### src/rtl/qspi_mem_arbiter.sv
`default_nettype none
// ============================================================================
//  Module   : qspi_mem_arbiter
//  Purpose  : Shares one QSPI memory controller between the CPU fetch port and
//             the CPU data port. One locked transaction at a time, address
//             decode to a one-hot chip select, and a timeout on mem_ready.
//  Revision : 1.0 - initial release
// ============================================================================
module qspi_mem_arbiter #(
   parameter int AW           = 26,
   parameter int D_MAX_CONSEC = 4,
   parameter int TIMEOUT      = 255
) (
   input  logic          clk,
   input  logic          rst,
   // instruction-fetch port (read only)
   input  logic          i_valid,
   input  logic [AW-1:0] i_addr,
   output logic [31:0]   i_rdata,
   output logic          i_ready,
   output logic          i_err,
   // data port
   input  logic          d_valid,
   input  logic [AW-1:0] d_addr,
   input  logic [3:0]    d_wstrb,
   input  logic [31:0]   d_wdata,
   output logic [31:0]   d_rdata,
   output logic          d_ready,
   output logic          d_err,
   // downstream QSPI controller
   output logic          mem_valid,
   output logic [AW-3:0] mem_addr,
   output logic [2:0]    mem_ce_sel,
   output logic [3:0]    mem_wstrb,
   output logic [31:0]   mem_wdata,
   input  logic [31:0]   mem_rdata,
   input  logic          mem_ready,
   output logic          busy
);

   localparam int            SCW        = $clog2(D_MAX_CONSEC + 1);
   localparam logic [SCW-1:0] STARVE_MAX = SCW'(D_MAX_CONSEC);
   // last ISSUE cycle index; mem_valid stays high for TIMEOUT cycles in total
   localparam logic [7:0]    TMO_LAST   = 8'(TIMEOUT - 1);

   typedef enum logic [1:0] {
      ST_IDLE  = 2'd0,
      ST_ISSUE = 2'd1,
      ST_RESP  = 2'd2
   } state_t;

   state_t          r_state;
   state_t          w_state_next;
   logic            r_owner_d;     // 1: data port owns the transaction
   logic [SCW-1:0]  r_starve;      // consecutive data grants while fetch waits
   logic [7:0]      r_tmo;         // cycles spent in ISSUE

   logic            w_pick_d;
   logic [AW-1:0]   w_addr;
   logic [1:0]      w_sel;
   logic [2:0]      w_ce;
   logic            w_grant;
   logic            w_resp;
   logic            w_resp_d;
   logic            w_resp_err;
   logic [31:0]     w_resp_data;
   logic            w_tmo_hit;

   assign busy = (r_state != ST_IDLE);

   // State register
   always_ff @(posedge clk) begin
      if (rst) begin
         r_state <= ST_IDLE;
      end else begin
         r_state <= w_state_next;
      end
   end

   // Winner selection, decode and next-state / response decisions
   always_comb begin
      w_state_next = r_state;
      w_pick_d     = d_valid && !(i_valid && (r_starve == STARVE_MAX));
      w_addr       = w_pick_d ? d_addr : i_addr;
      w_sel        = w_addr[AW-1:AW-2];
      w_ce         = 3'b000;
      w_grant      = 1'b0;
      w_resp       = 1'b0;
      w_resp_d     = r_owner_d;
      w_resp_err   = 1'b0;
      w_resp_data  = 32'hFFFF_FFFF;
      w_tmo_hit    = (r_tmo == TMO_LAST);

      case (w_sel)
         2'd0:    w_ce = 3'b001;
         2'd1:    w_ce = 3'b010;
         2'd2:    w_ce = 3'b100;
         default: w_ce = 3'b000;
      endcase

      case (r_state)
         ST_IDLE: begin
            if (i_valid || d_valid) begin
               w_grant = 1'b1;
               if (w_sel == 2'd3) begin
                  // unmapped device: answer with an error, never touch memory
                  w_state_next = ST_RESP;
                  w_resp       = 1'b1;
                  w_resp_d     = w_pick_d;
                  w_resp_err   = 1'b1;
               end else begin
                  w_state_next = ST_ISSUE;
               end
            end
         end
         ST_ISSUE: begin
            // a completion in the final allowed cycle beats the timeout
            if (mem_ready) begin
               w_state_next = ST_RESP;
               w_resp       = 1'b1;
               w_resp_data  = mem_rdata;
            end else if (w_tmo_hit) begin
               w_state_next = ST_RESP;
               w_resp       = 1'b1;
               w_resp_err   = 1'b1;
            end
         end
         ST_RESP: begin
            w_state_next = ST_IDLE;
         end
         default: begin
            w_state_next = ST_IDLE;
         end
      endcase
   end

   // Owner latch, starvation counter and timeout counter
   always_ff @(posedge clk) begin
      if (rst) begin
         r_owner_d <= 1'b0;
         r_starve  <= '0;
         r_tmo     <= '0;
      end else begin
         if (r_state == ST_ISSUE) begin
            r_tmo <= r_tmo + 8'd1;
         end
         if (w_grant) begin
            r_owner_d <= w_pick_d;
            r_tmo     <= '0;
            if (w_pick_d && i_valid) begin
               if (r_starve != STARVE_MAX) begin
                  r_starve <= r_starve + SCW'(1);
               end
            end else begin
               r_starve <= '0;
            end
         end
      end
   end

   // Downstream request: launched on a mapped grant, held through ISSUE
   always_ff @(posedge clk) begin
      if (rst) begin
         mem_valid  <= 1'b0;
         mem_addr   <= '0;
         mem_ce_sel <= 3'b000;
         mem_wstrb  <= 4'b0000;
         mem_wdata  <= 32'h0;
      end else begin
         if (w_grant && (w_sel != 2'd3)) begin
            mem_valid  <= 1'b1;
            mem_addr   <= w_addr[AW-3:0];
            mem_ce_sel <= w_ce;
            mem_wstrb  <= w_pick_d ? d_wstrb : 4'b0000;
            mem_wdata  <= w_pick_d ? d_wdata : 32'h0;
         end
         if (w_resp) begin
            mem_valid <= 1'b0;
         end
      end
   end

   // Per-port response registers: one-cycle ready/err pulse, sticky rdata
   always_ff @(posedge clk) begin
      if (rst) begin
         i_rdata <= 32'h0;
         i_ready <= 1'b0;
         i_err   <= 1'b0;
         d_rdata <= 32'h0;
         d_ready <= 1'b0;
         d_err   <= 1'b0;
      end else begin
         i_ready <= 1'b0;
         i_err   <= 1'b0;
         d_ready <= 1'b0;
         d_err   <= 1'b0;
         if (w_resp) begin
            if (w_resp_d) begin
               d_rdata <= w_resp_data;
               d_ready <= 1'b1;
               d_err   <= w_resp_err;
            end else begin
               i_rdata <= w_resp_data;
               i_ready <= 1'b1;
               i_err   <= w_resp_err;
            end
         end
      end
   end

endmodule
`default_nettype wire

### config.mk
export PLATFORM = sky130hd
export DESIGN_NAME = qspi_mem_arbiter
export DESIGN_NICKNAME = d
export VERILOG_FILES = /design/src/rtl/qspi_mem_arbiter.sv
export SDC_FILE = /design/constraint.sdc
export NUM_CORES = 1
export LEC_CHECK = 0
export ABC_AREA = 1
export CORE_MARGIN = 5
export CORE_UTILIZATION = 40
export DETAILED_ROUTE_END_ITERATION = 10
export MAX_ROUTING_LAYER = met4
export PLACE_DENSITY = 0.79
export REMOVE_ABC_BUFFERS = 1
export SLEW_MARGIN = 20
export SYNTH_ARGS = -nofsm -noshare
export SYNTH_HDL_FRONTEND = slang
export SYNTH_SLANG_ARGS = --single-unit
### constraint.sdc
create_clock -name clk -period 3.8 [get_ports clk]
set_input_delay 0.57 -clock clk [delete_from_list [all_inputs] [get_ports clk]]
set_output_delay 0.57 -clock clk [all_outputs]
set_load 0.01 [all_outputs]
### After elaboration in Yosys (flattened, before gate mapping)

Index checks and enable logic that the tools add are counted.

* $add $sub $neg: 2
* eq/ne operators: 11
* multiplexer cells: 27
* bitwise logic cells: 2
* reductions and logical operators: 18

Operators with widths (number)
* two-way mux 32 bit: 3
* two-way mux 26 bit: 1
* two-way mux 1 bit: 12
* one-hot mux 3 bit (3 select lines): 1
* adder 8 x 1 -> 8 bit (second input constant): 1
* == test 8 bit (second input constant): 1
* two-way mux 2 bit: 4
* AND reduction 2 bit: 4
* two-way mux 3 bit: 2
* != test 3 bit (second input constant): 2
* OR reduction 2 bit: 3
* OR reduction 3 bit: 2
* == test 2 x 1 -> 1 bit (second input constant): 2
* == test 2 bit (second input constant): 2
* logical AND 1 bit: 4
* zero test 2 bit: 2
* two-way mux 4 bit: 1
* != test 2 bit (second input constant): 2
* one-hot mux 1 bit (2 select lines): 2
* one-hot mux 2 bit (2 select lines): 1
* adder 3 x 1 -> 3 bit (second input constant): 1
* == test 3 bit (second input constant): 1
* != test 2 x 1 -> 1 bit (second input constant): 1
* NOT 1 bit: 2
* other kinds (3): 3

* register bits after elaboration: 146
* output and inout bits: 133
* logic and storage cells: 75

### Logic depth before layout (Yosys ltp)

Gate-level depths: netlist of run 1.

* word-level depth: 11
* depth in mapped cells: 14
* gate-level depth less buffers: 12

### Least setup slack after synthesis of run 1

Ideal clock, no wire load.

* kind: in2reg
* from: in i_valid
* to: reg mem_addr[13]
* arrival time: 1.711 ns
* setup slack: 1.973 ns
* cell stages on the path: 10
* buffers on the path: 2
* cells stage by stage: nand3_2 > nand2_4 > nand2_1 > nand2_2 > nand2_4 > nand2_2 > inv_2 > buf_2 > buf_2 > o211a_1

* cells in the longest elaborated chain, start to end: 6

RTL lines
* start, declared: line 17 `input logic i_valid,`
* logical AND 1 bit: line 83 `w_pick_d = d_valid && !(i_valid && (r_starve == STARVE_MAX));`
* zero test 1 bit: line 83
* logical AND 1 bit: line 83
* two-way mux 26 bit: line 84 `w_addr = w_pick_d ? d_addr : i_addr;`
* != test 2 bit: line 170 `if (w_grant && (w_sel != 2'd3)) begin`
* logical AND 1 bit: line 170
* end signal, assigned: line 172 `mem_addr <= w_addr[AW-3:0];`
* end, declared: line 32 `output logic [AW-3:0] mem_addr,`

Parallel ways exist; a longest one is shown, timed or not.
A chain may end at the register's enable or synchronous reset.

### Worst setup path in the final report of run 1

* from: in d_valid
* to: reg mem_addr[4]

* cells in the longest elaborated chain, start to end: 4

RTL lines
* start, declared: line 23 `input logic d_valid,`
* logical AND 1 bit / logical OR 1 bit (equally long branches): line 83, 103
* two-way mux 26 bit / two-way mux 1 bit (equally long branches): line 84, 103
* != test 2 bit / two-way mux 1 bit (equally long branches): line 170, 101
* logical AND 1 bit: line 170

Parallel ways exist; a longest one is shown, timed or not.

==> summary.md, run 1 <==
| Metric | Value |
|---|---|
| Power density cells | `474.4 nW/um^2` |
| Synth-to-layout area growth | `53.11%` |
| Worst slew margin | `51.16%` |
| Clock root buffer | `clkbuf_16` |
| Layout cell share with drive strength beyond 1 | `5.592%` |
| Post-route antenna net violation count | `0` |
| Critical path launch point type | `primary input` |
| Antenna diodes | `0` |
| Crit-path cells | `clkdlybuf4s50_1, nand2_4, nand2_1, nand2_2, nand2_4, nand2_2, inv_2, nand3_1, o211a_1` |
| RSZ-0062 raised after global routing | `false` |
| Period utilization | `70.58%` |
| Top post-synthesis cells by area | `dfxtp_1, nor2_1, nand2_1` |
| Routability cong. | `0.8101` |
| Via density | `4.906` |
| Commonest non-fill, non-tap cell in the layout | `clkdlybuf4s50_1` |
| Htree depth | `4` |
| Worst Setup End Kind | `flop` |
| GRT Resource Usage Total | `19.98%` |
| Leakage | `3.976 nW` |
| Worst slew pin tran | `0.7316 ns` |
| Avg Cell Area, Syn | `7.444 um^2` |
| Clk_lat worst skew | `0.42 ns` |
| WL/cell | `14.29 um` |
| CP max FO | `49` |
| Routed WL | `18020 um` |
| Seq cells post-synth | `146` |
| Clock-pin slew on the worst setup and hold paths | `0.06 ns` |
| CTS buffer count | `17` |
| Commonest non-fill, non-tap cells in the layout | `clkdlybuf4s50_1, nor2_1, nand2_1, dfxtp_1, inv_1` |
| Crit path max-delay cell type | `clkdlybuf4s50_1` |
| Post-synthesis cell type count | `32` |
| Hold Crit Class | `flop to flop` |
| Initial antenna violation count | `0` |
| Hold_ws | `0.4761 ns` |
| Number of max-cap violations | `0` |
| CTS Buffer Depth | `2` |
| Cells after synthesis | `832` |
| WS Path Type | `primary input to flop` |
| FP Rows | `45` |
| Post-CTS Hold Fix Bufs | `0` |
| HPWL after DPL | `12390 um` |
| Fillers | `1324` |
| First-pass GRT wire length | `28610 um` |
| Chip height | `134.4 um` |
| CTS sink count | `146` |
| Final nets | `1189` |
| Fin. Hold Viols | `0` |
| Peak supply drop | `0.3117 mV` |
| Initial DRC Count | `362` |
| Port-buffer cells | `257` |
| Largest net degree at the start of global routing | `67` |
| Area share of the largest cell type after synthesis | `47.19%` |
| Post-synthesis sequential area ratio | `47.19%` |
| Dominant cell type by area after synthesis | `dfxtp_1` |
| FF/Latch Area | `2923 um^2` |
| Period minus WS final | `2.682 ns` |
| Die area | `18070 um^2` |
| Vias in the first global route | `5632` |
| Crit-path max cell delay | `0.58 ns` |
| Worst path required time | `4.10 ns` |
| Starting Density | `40.74%` |
| Post-Synthesis Cell Area | `6193 um^2` |
| DR vias | `6186` |
| Yosys warns | `0` |
| Num ports | `258` |
| CTS tree | `built` |
| Setup TNS | `0 ns` |
| Router iterations before antenna repair | `5` |
| CTS resizes | `0` |
| WP data arrival | `2.98 ns` |
| Setup violators final | `0` |
| Slew Viols, Final | `0` |
| Max frequency | `372.9 MHz` |
| Overflow after GRT | `0` |
| Core outline area | `15200 um^2` |
| Area of the multi-input gates | `2668 um^2` |
| Status | `finished, final reports clean` |
| # Post-CTS Setup Buffers | `0` |
| Die width | `134.4 um` |
| DRC viols | `0` |
| Clk_skew | `0.008238 ns` |
kinds of logic (layout without fill, tap and decap cells):
kind of cell | count (synthesis) | after routing | share of synthesized area, %
xor gates and xnor gates | 2 | 2 | 0.2829
adders and majority gates | 4 | 4 | 0.8081
and+or+nand+nor | 424 | 424 | 28.30
DFF | 146 | 146 | 47.19
AOI/OAI and AO/OA | 113 | 113 | 13.52
buffers and inverters | 143 | 384 | 9.899
power by group:
group | total [mW] | internal (mW) | switching (mW)
combinational | 0.910 | 0.455 | 0.455
clock | 1.87 | 1.19 | 0.674
sequential | 1.72 | 1.66 | 0.0645
cell usage after synthesis:
cell type / number
a31oi_1: 1
o221a_2: 1
or2_2: 1
nand2_4: 2
o32ai_1: 1
o21ai_0: 5
buf_2: 16
o211a_1: 24
buf_6: 4
a211oi_1: 1
nor3_2: 2
ha_1: 4
nand3_1: 63
nor2_4: 1
nand4_1: 3
buf_1: 1
nand3_4: 1
nor3_1: 4
a21oi_1: 43
nor2_1: 176
nand2_2: 4
inv_1: 83
buf_4: 7
nand3_2: 1
and3_1: 1
o31ai_1: 1
clkbuf_1: 30
nand2_1: 165
inv_2: 2
a32oi_1: 36
xor2_1: 2
dfxtp_1: 146
path summary, 6_finish.rpt:
check | slack, ns | from | cells past startpoint | end
setup / recovery | 1.12 | d_valid | 9 | mem_addr[4]
hold / removal | 0.48 | mem_ce_sel[2] | 2 | mem_ce_sel[2]
setup reg to reg | 1.17 | r_starve[0] | 11 | mem_addr[4]
hold reg to reg | 0.48 | mem_ce_sel[2] | 2 | mem_ce_sel[2]
stage by stage:
stage | utilization (%) | setup slack, ns | instances | area, um^2 | power, mW
floorplan | - | 0.1125 | 774 | 5899 | 2.161
global placement | 58.00 | 0.7429 | 1229 | 8817 | 2.657
detailed placement | 58.00 | 0.6975 | 1229 | 8817 | 2.668
CTS | 62.38 | 1.134 | 1261 | 9483 | 4.544
global route | 62.38 | 0.8480 | 1261 | 9483 | 4.714
finish | 62.38 | 1.118 | 1261 | 9483 | 4.498
metal layers:
metal | wire (um) | part of all wire, % | vias to the layer above | global-route usage [%]
met4 | 334 | 1.9 | 0 | 6.448
met3 | 1409 | 7.8 | 27 | 6.227
li1 | - | - | 3133 | -
met5 | 0 | 0 | - | -
met1 | 7712 | 43 | 2810 | 24.52
met2 | 8563 | 48 | 216 | 31.48
sequential cells by signal (all words and copies together) (netlist names):
register    cells
mem_addr       24
i_ready         1
d_ready         1
r_state         2
d_rdata        32
mem_valid       1
i_err           1
r_tmo           8
mem_wstrb       4
mem_ce_sel      3
r_starve        3
mem_wdata      32
i_rdata        32
d_err           1
r_owner_d       1
cell type report:
cell class / count / area share [%]
Clock buffer: 18 / 4.631
Multi-Input combinational cell: 543 / 28.13
Sequential cell: 146 / 30.82
Inverter: 85 / 3.365
Clock inverter: 14 / 2.388
Tap cell: 188 / 2.481
Timing Repair Buffer: 267 / 28.18
worst max-delay path, delay by kind of cell:
kind / cells / cell delay (ns)
and+or+nand+nor: 6 / 1.09
buffers and inverters: 2 / 1.13
AOI/OAI and AO/OA: 1 / 0.16
(Power assumes the default switching activity.)
==> run 2: changes to the inputs <==
==> constraint.sdc (replaced) <==
create_clock -name clk -period 2.6 [get_ports clk]
set_input_delay 0.39 -clock clk [delete_from_list [all_inputs] [get_ports clk]]
set_output_delay 0.39 -clock clk [all_outputs]
set_load 0.01 [all_outputs]
==> summary.md, run 2 (same netlist as run 1, synthesis figures left out) <==
| Metric | Value |
|---|---|
| Initial DRC Count | `347` |
| Port-buffer cells | `257` |
| CTS resizes | `0` |
| Clk_skew | `0.009500 ns` |
| Core outline area | `15200 um^2` |
| Top Registers | `d_rdata: 32 flops, i_rdata: 32 flops, mem_wdata: 32 flops` |
| CP max FO | `65` |
| Layout cell share with drive strength beyond 1 | `5.757%` |
| DR vias | `6114` |
| Commonest non-fill, non-tap cell in the layout | `clkdlybuf4s50_1` |
| Hold Crit Class | `flop to flop` |
| Worst slew margin | `56.08%` |
| Final nets | `1195` |
| Clock root buffer | `clkbuf_16` |
| Post-CTS Hold Fix Bufs | `0` |
| Crit-path cells | `inv_1, ha_1, nand3_2, nand2_4, nand2_1, nand2_2, nand4_1, nand2_2, buf_12, nand3_1, nand2_1, nor2_1` |
| Min-delay src | `mem_ce_sel[0]` |
| Clk_lat worst skew | `0.41 ns` |
| Worst path required time | `2.90 ns` |
| R2R cell count | `12` |
| WP data arrival | `2.32 ns` |
| First-pass GRT wire length | `28500 um` |
| Antenna diodes | `0` |
| GRT Resource Usage Total | `20.00%` |
| Setup violators final | `0` |
| WHS Endpoint | `mem_ce_sel[0]` |
| Pwr Total | `6.288 mW` |
| WL/cell | `14.23 um` |
| Peak supply drop | `0.4467 mV` |
| Num ports | `258` |
| Router iterations before antenna repair | `4` |
| Largest net degree at the start of global routing | `67` |
| Crit-path max cell delay | `0.31 ns` |
| Worst Setup End Kind | `flop` |
| Fillers | `1373` |
| DRC viols | `0` |
| Die width | `134.4 um` |
| Worst r2r dst | `d_rdata[31]` |
| Routed WL | `18000 um` |
| Period utilization | `77.60%` |
| Clock-pin slew on the worst setup and hold paths | `0.06 ns` |
| Initial antenna violation count | `0` |
| FP Rows | `45` |
| Launch point of the worst reg-to-reg path | `r_starve[0]` |
| Number of max-cap violations | `0` |
| Crit path max-delay cell type | `dfxtp_1` |
| Die area | `18070 um^2` |
| CTS buffer count | `17` |
| Commonest non-fill, non-tap cells in the layout | `clkdlybuf4s50_1, nor2_1, nand2_1, dfxtp_1, inv_1` |
| Hold_ws | `0.4588 ns` |
| DP Area | `8900 um^2` |
| Post-route antenna net violation count | `0` |
| WS Path Type | `flop to flop` |
| Vias in the first global route | `5715` |
| RSZ-0062 raised after global routing | `false` |
| Leakage | `3.985 nW` |
| Max frequency | `495.6 MHz` |
| Status | `finished, final reports clean` |
| Power density cells | `663.9 nW/um^2` |
| # Post-CTS Setup Buffers | `0` |
| Flop2flop setup slack | `0.58 ns` |
| Chip height | `134.4 um` |
| CTS Buffer Depth | `2` |
| Overflow after GRT | `0` |
| CTS tree | `built` |
| HPWL after DPL | `12540 um` |
| Via density | `4.833` |
| Fin. Hold Viols | `0` |
| Worst slew pin tran | `0.6588 ns` |
| Synth-to-layout area growth | `52.93%` |
| Slew Viols, Final | `0` |
| Routability cong. | `0.8059` |
| CTS sink count | `146` |
| Final Cell Area | `9472 um^2` |
| Htree depth | `4` |
| Starting Density | `40.74%` |
| Critical path launch point type | `flop` |
| Period minus WS final | `2.018 ns` |
| WHS Path Cells | `2` |
## run 2: cell count changes in the layout (fill, tap and decap cells not counted), moves of 2 or more
cell	delta
clkinv_2	+5
buf_12	+3
buf_4	+3
bufinv_16	-2
clkbuf_1	+2
clkinv_4	-2
clkinvlp_4	-2
## run 2: final cells by class
type                            instances  area, um^2  area share, %
Timing Repair Buffer                  273        2755          29.09
Clock inverter                         11       138.9          1.466
Inverter                               85       319.1          3.369
Tap cell                              188       235.2          2.483
Multi-Input combinational cell        543        2668          28.16
Sequential cell                       146        2923          30.86
Clock buffer                           19       432.9          4.571
## run 2: metal layers
layer  global-route usage, %  wire length, um
met5                       -                0
met4                   6.844              339
met3                   5.964             1463
met2                   32.65             8656
met1                   23.60             7538
## run 2: metrics by stage
stage	util (%)	std cells	setup slack [ns]	TNS [ns]
final	62.30	1265	0.5823	0
after global routing	62.30	1265	0.4164	0
after CTS	62.30	1265	0.5707	0
after detailed placement	58.54	1235	0.1950	0
after global placement	58.54	1235	0.2859	0
after floorplan	-	774	-1.056	-43.56
## run 2: report_power, final
group	switching [mW]	internal [mW]	total [mW]
sequential	0.0937	2.42	2.52
combinational	0.679	0.692	1.37
clock	0.910	1.49	2.40
## run 2: how the worst max path moves through the flow
stage | startpoint | to | slack, ns | cells past startpoint
6_report | r_starve[0] | d_rdata[31] | 0.58 | 12
5_1_grt | r_starve[0] | d_rdata[19] | 0.42 | 12
4_1_cts | r_starve[0] | d_err | 0.57 | 11
3_5_place_dp | i_valid | d_err | 0.20 | 10
3_3_place_gp | d_valid | d_err | 0.29 | 8
2_1_floorplan | r_starve[0] | i_rdata[0] | -1.06 | 11
## run 2: critical path: cells and delay by family, from the launching register on
kind / cells / cell delay, ns
adder cells (fa/ha/maj): 1 / 0.18
AND/OR/NAND/NOR: 9 / 1.03
buffers and inverters: 2 / 0.34
flip-flops: 1 / 0.31
==> run 3: changes to the inputs <==
--- a/config.mk
+++ b/config.mk
@@ -7,10 +7,10 @@
 export LEC_CHECK = 0
 export ABC_AREA = 1
 export CORE_MARGIN = 5
-export CORE_UTILIZATION = 40
+export CORE_UTILIZATION = 39
 export DETAILED_ROUTE_END_ITERATION = 10
 export MAX_ROUTING_LAYER = met4
-export PLACE_DENSITY = 0.79
+export PLACE_DENSITY = 0.8
 export REMOVE_ABC_BUFFERS = 1
 export SLEW_MARGIN = 20
 export SYNTH_ARGS = -nofsm -noshare
==> constraint.sdc (replaced) <==
create_clock -name clk -period 1.7 [get_ports clk]
set_input_delay 0.255 -clock clk [delete_from_list [all_inputs] [get_ports clk]]
set_output_delay 0.255 -clock clk [all_outputs]
set_load 0.01 [all_outputs]
==> summary.md, run 3 (same netlist as run 1, synthesis figures left out) <==
| Metric | Value |
|---|---|
| RSZ-0062 raised after global routing | `true` |
| CP max FO | `6` |
| Critical path launch point type | `flop` |
| Crit-path cells | `inv_2, ha_4, nand3_4, nand2_4, nand2_4, nand2_4, nand4_1, buf_4, nand3_4, buf_12, buf_12, buf_16, nor2_2, nor2_1` |
| Cell mode on critical path | `nand2_4` |
| Antenna diodes | `0` |
| Leakage | `4.573 nW` |
| Router iterations before antenna repair | `5` |
| Setup TNS | `-26.79 ns` |
| Routability cong. | `0.8320` |
| Final setup margin | `-0.2770 ns` |
| Worst Setup End Kind | `flop` |
| Status | `complete, but fails checks` |
| Kind of cell adding the most delay to the critical path | `simple AND/OR/NAND/NOR gates` |
| Post-route antenna net violation count | `0` |
| HPWL after DPL | `13320 um` |
| Setup violators final | `131` |
| Post-CTS Hold Fix Bufs | `0` |
| CTS buffer count | `17` |
| Clk_lat worst skew | `0.42 ns` |
| Initial antenna violation count | `0` |
| Fin. Hold Viols | `0` |
| Clk_skew | `0.01063 ns` |
| First-pass GRT wire length | `34220 um` |
| Top Registers | `d_rdata: 32 flops, i_rdata: 32 flops, mem_wdata: 32 flops` |
| Worst slew pin tran | `0.3935 ns` |
| Initial DRC Count | `390` |
| Num ports | `258` |
| Worst path required time | `2.01 ns` |
| Period utilization | `116.3%` |
| Die area | `18500 um^2` |
| Port-buffer cells | `257` |
| WP data arrival | `2.29 ns` |
| Clock root buffer | `clkbuf_16` |
| WL/cell | `16.89 um` |
| Max frequency | `505.8 MHz` |
| Hold Crit Class | `primary input to flop` |
| CTS tree | `built` |
| Via density | `5.021` |
| Period minus WS final | `1.977 ns` |
| Crit-path max cell delay | `0.33 ns` |
| Fin cells | `1352` |
| Failing checks | `setup timing` |
| FP Rows | `46` |
| Core outline area | `15710 um^2` |
| Starting Density | `39.42%` |
| Commonest non-fill, non-tap cell in the layout | `clkdlybuf4s50_1` |
| Post-place setup slack | `-0.4806 ns` |
| Power density cells | `984.2 nW/um^2` |
| Synth-to-layout area growth | `77.88%` |
| CTS Buffer Depth | `2` |
| Slew Viols, Final | `0` |
| Htree depth | `4` |
| Routed WL | `22830 um` |
| Worst path bufs/invs | `5` |
| Commonest non-fill, non-tap cells in the layout | `clkdlybuf4s50_1, nand2_1, nor2_1, dfxtp_1, inv_1` |
| Crit path max-delay cell type | `dfxtp_2` |
| Chip height | `136.0 um` |
| DRC viols | `0` |
| Vias in the first global route | `6797` |
| Worst slew margin | `73.73%` |
| DR vias | `6788` |
| Die width | `136.0 um` |
| Overflow after GRT | `0` |
| Peak supply drop | `0.7479 mV` |
| GRT Resource Usage Total | `24.08%` |
| Layout cell share with drive strength beyond 1 | `19.63%` |
| Number of max-cap violations | `0` |
| Largest net degree at the start of global routing | `37` |
| Placed cells | `1285` |
| CTS sink count | `146` |
| Clock-pin slew on the worst setup and hold paths | `0.06 ns` |
| WS Path Type | `flop to flop` |
| Final nets | `1253` |
run 3: cell types whose count changed in the layout (fill, tap and decap cells not counted), moves of 11 or more:
| cell | change |
|---|---|
| a21oi_1 | -27 |
| nand3_1 | -15 |
| nor2_1 | -25 |
| buf_12 | +11 |
| nor2_4 | +12 |
| a32oi_2 | +20 |
| buf_4 | +24 |
| a32oi_1 | -20 |
| nor2_2 | +13 |
| nand3_2 | +12 |
| a21oi_2 | +27 |
run 3: per-stage QoR:
stage               util (%)  instance area (um^2)  hold slack (ns)  total power, mW
CTS                    68.03                 10690           0.2686            10.71
global route           70.11                 11020           0.3005            11.28
floorplan                  -                  5899           0.3241            4.830
global placement       58.28                  9158           0.4503            6.101
detailed placement     58.28                  9158           0.4639            6.137
finish                 70.11                 11020           0.2830            10.84
run 3: routing by layer:
metal,GRT usage [%],share of wire (%),vias up
li1,-,-,3274
met1,27.31,40,3200
met2,40.09,49,257
met3,6.292,7.2,57
met4,10.53,3.0,0
met5,-,0,-
run 3: repair_timing:
item,4_1_cts,5_1_grt
buffers inserted,20,3
gates cloned,13,5
gates resized for setup,97,66
endpoints found under the setup margin,130,133
pin swaps,17,60
run 3: power by group:
group	internal [mW]	switching, mW
logic	1.55	1.41
registers	3.71	0.156
clock network	2.57	1.45
total	7.83	3.01
run 3: layout make-up:
class / count / area (um^2)
fillers: 1181 / 4696
clock buffers: 23 / 478.0
clock inverters: 8 / 150.1
well taps: 216 / 270.3
repair buffers: 331 / 3627
flip-flops and latches: 146 / 2925
inverters: 85 / 326.6
multi-input cells: 543 / 3239
run 3: worst min-delay path, stage by stage:
cell and delay (ns):
buf_2 0.09, inv_2 0.15, nand2_1 0.11, nor2_1 0.03
run 3: worst paths after layout:
| kind | end | start | slack, ns | cells past startpoint |
|---|---|---|---|---|
| worst max-delay path | i_rdata[10] | r_starve[0] | -0.28 | 14 |
| worst min-delay path | d_rdata[21] | rst | 0.28 | 4 |
| worst max register to register | i_rdata[10] | r_starve[0] | -0.28 | 14 |
| worst min register to register | d_rdata[24] | d_rdata[24] | 0.47 | 2 |
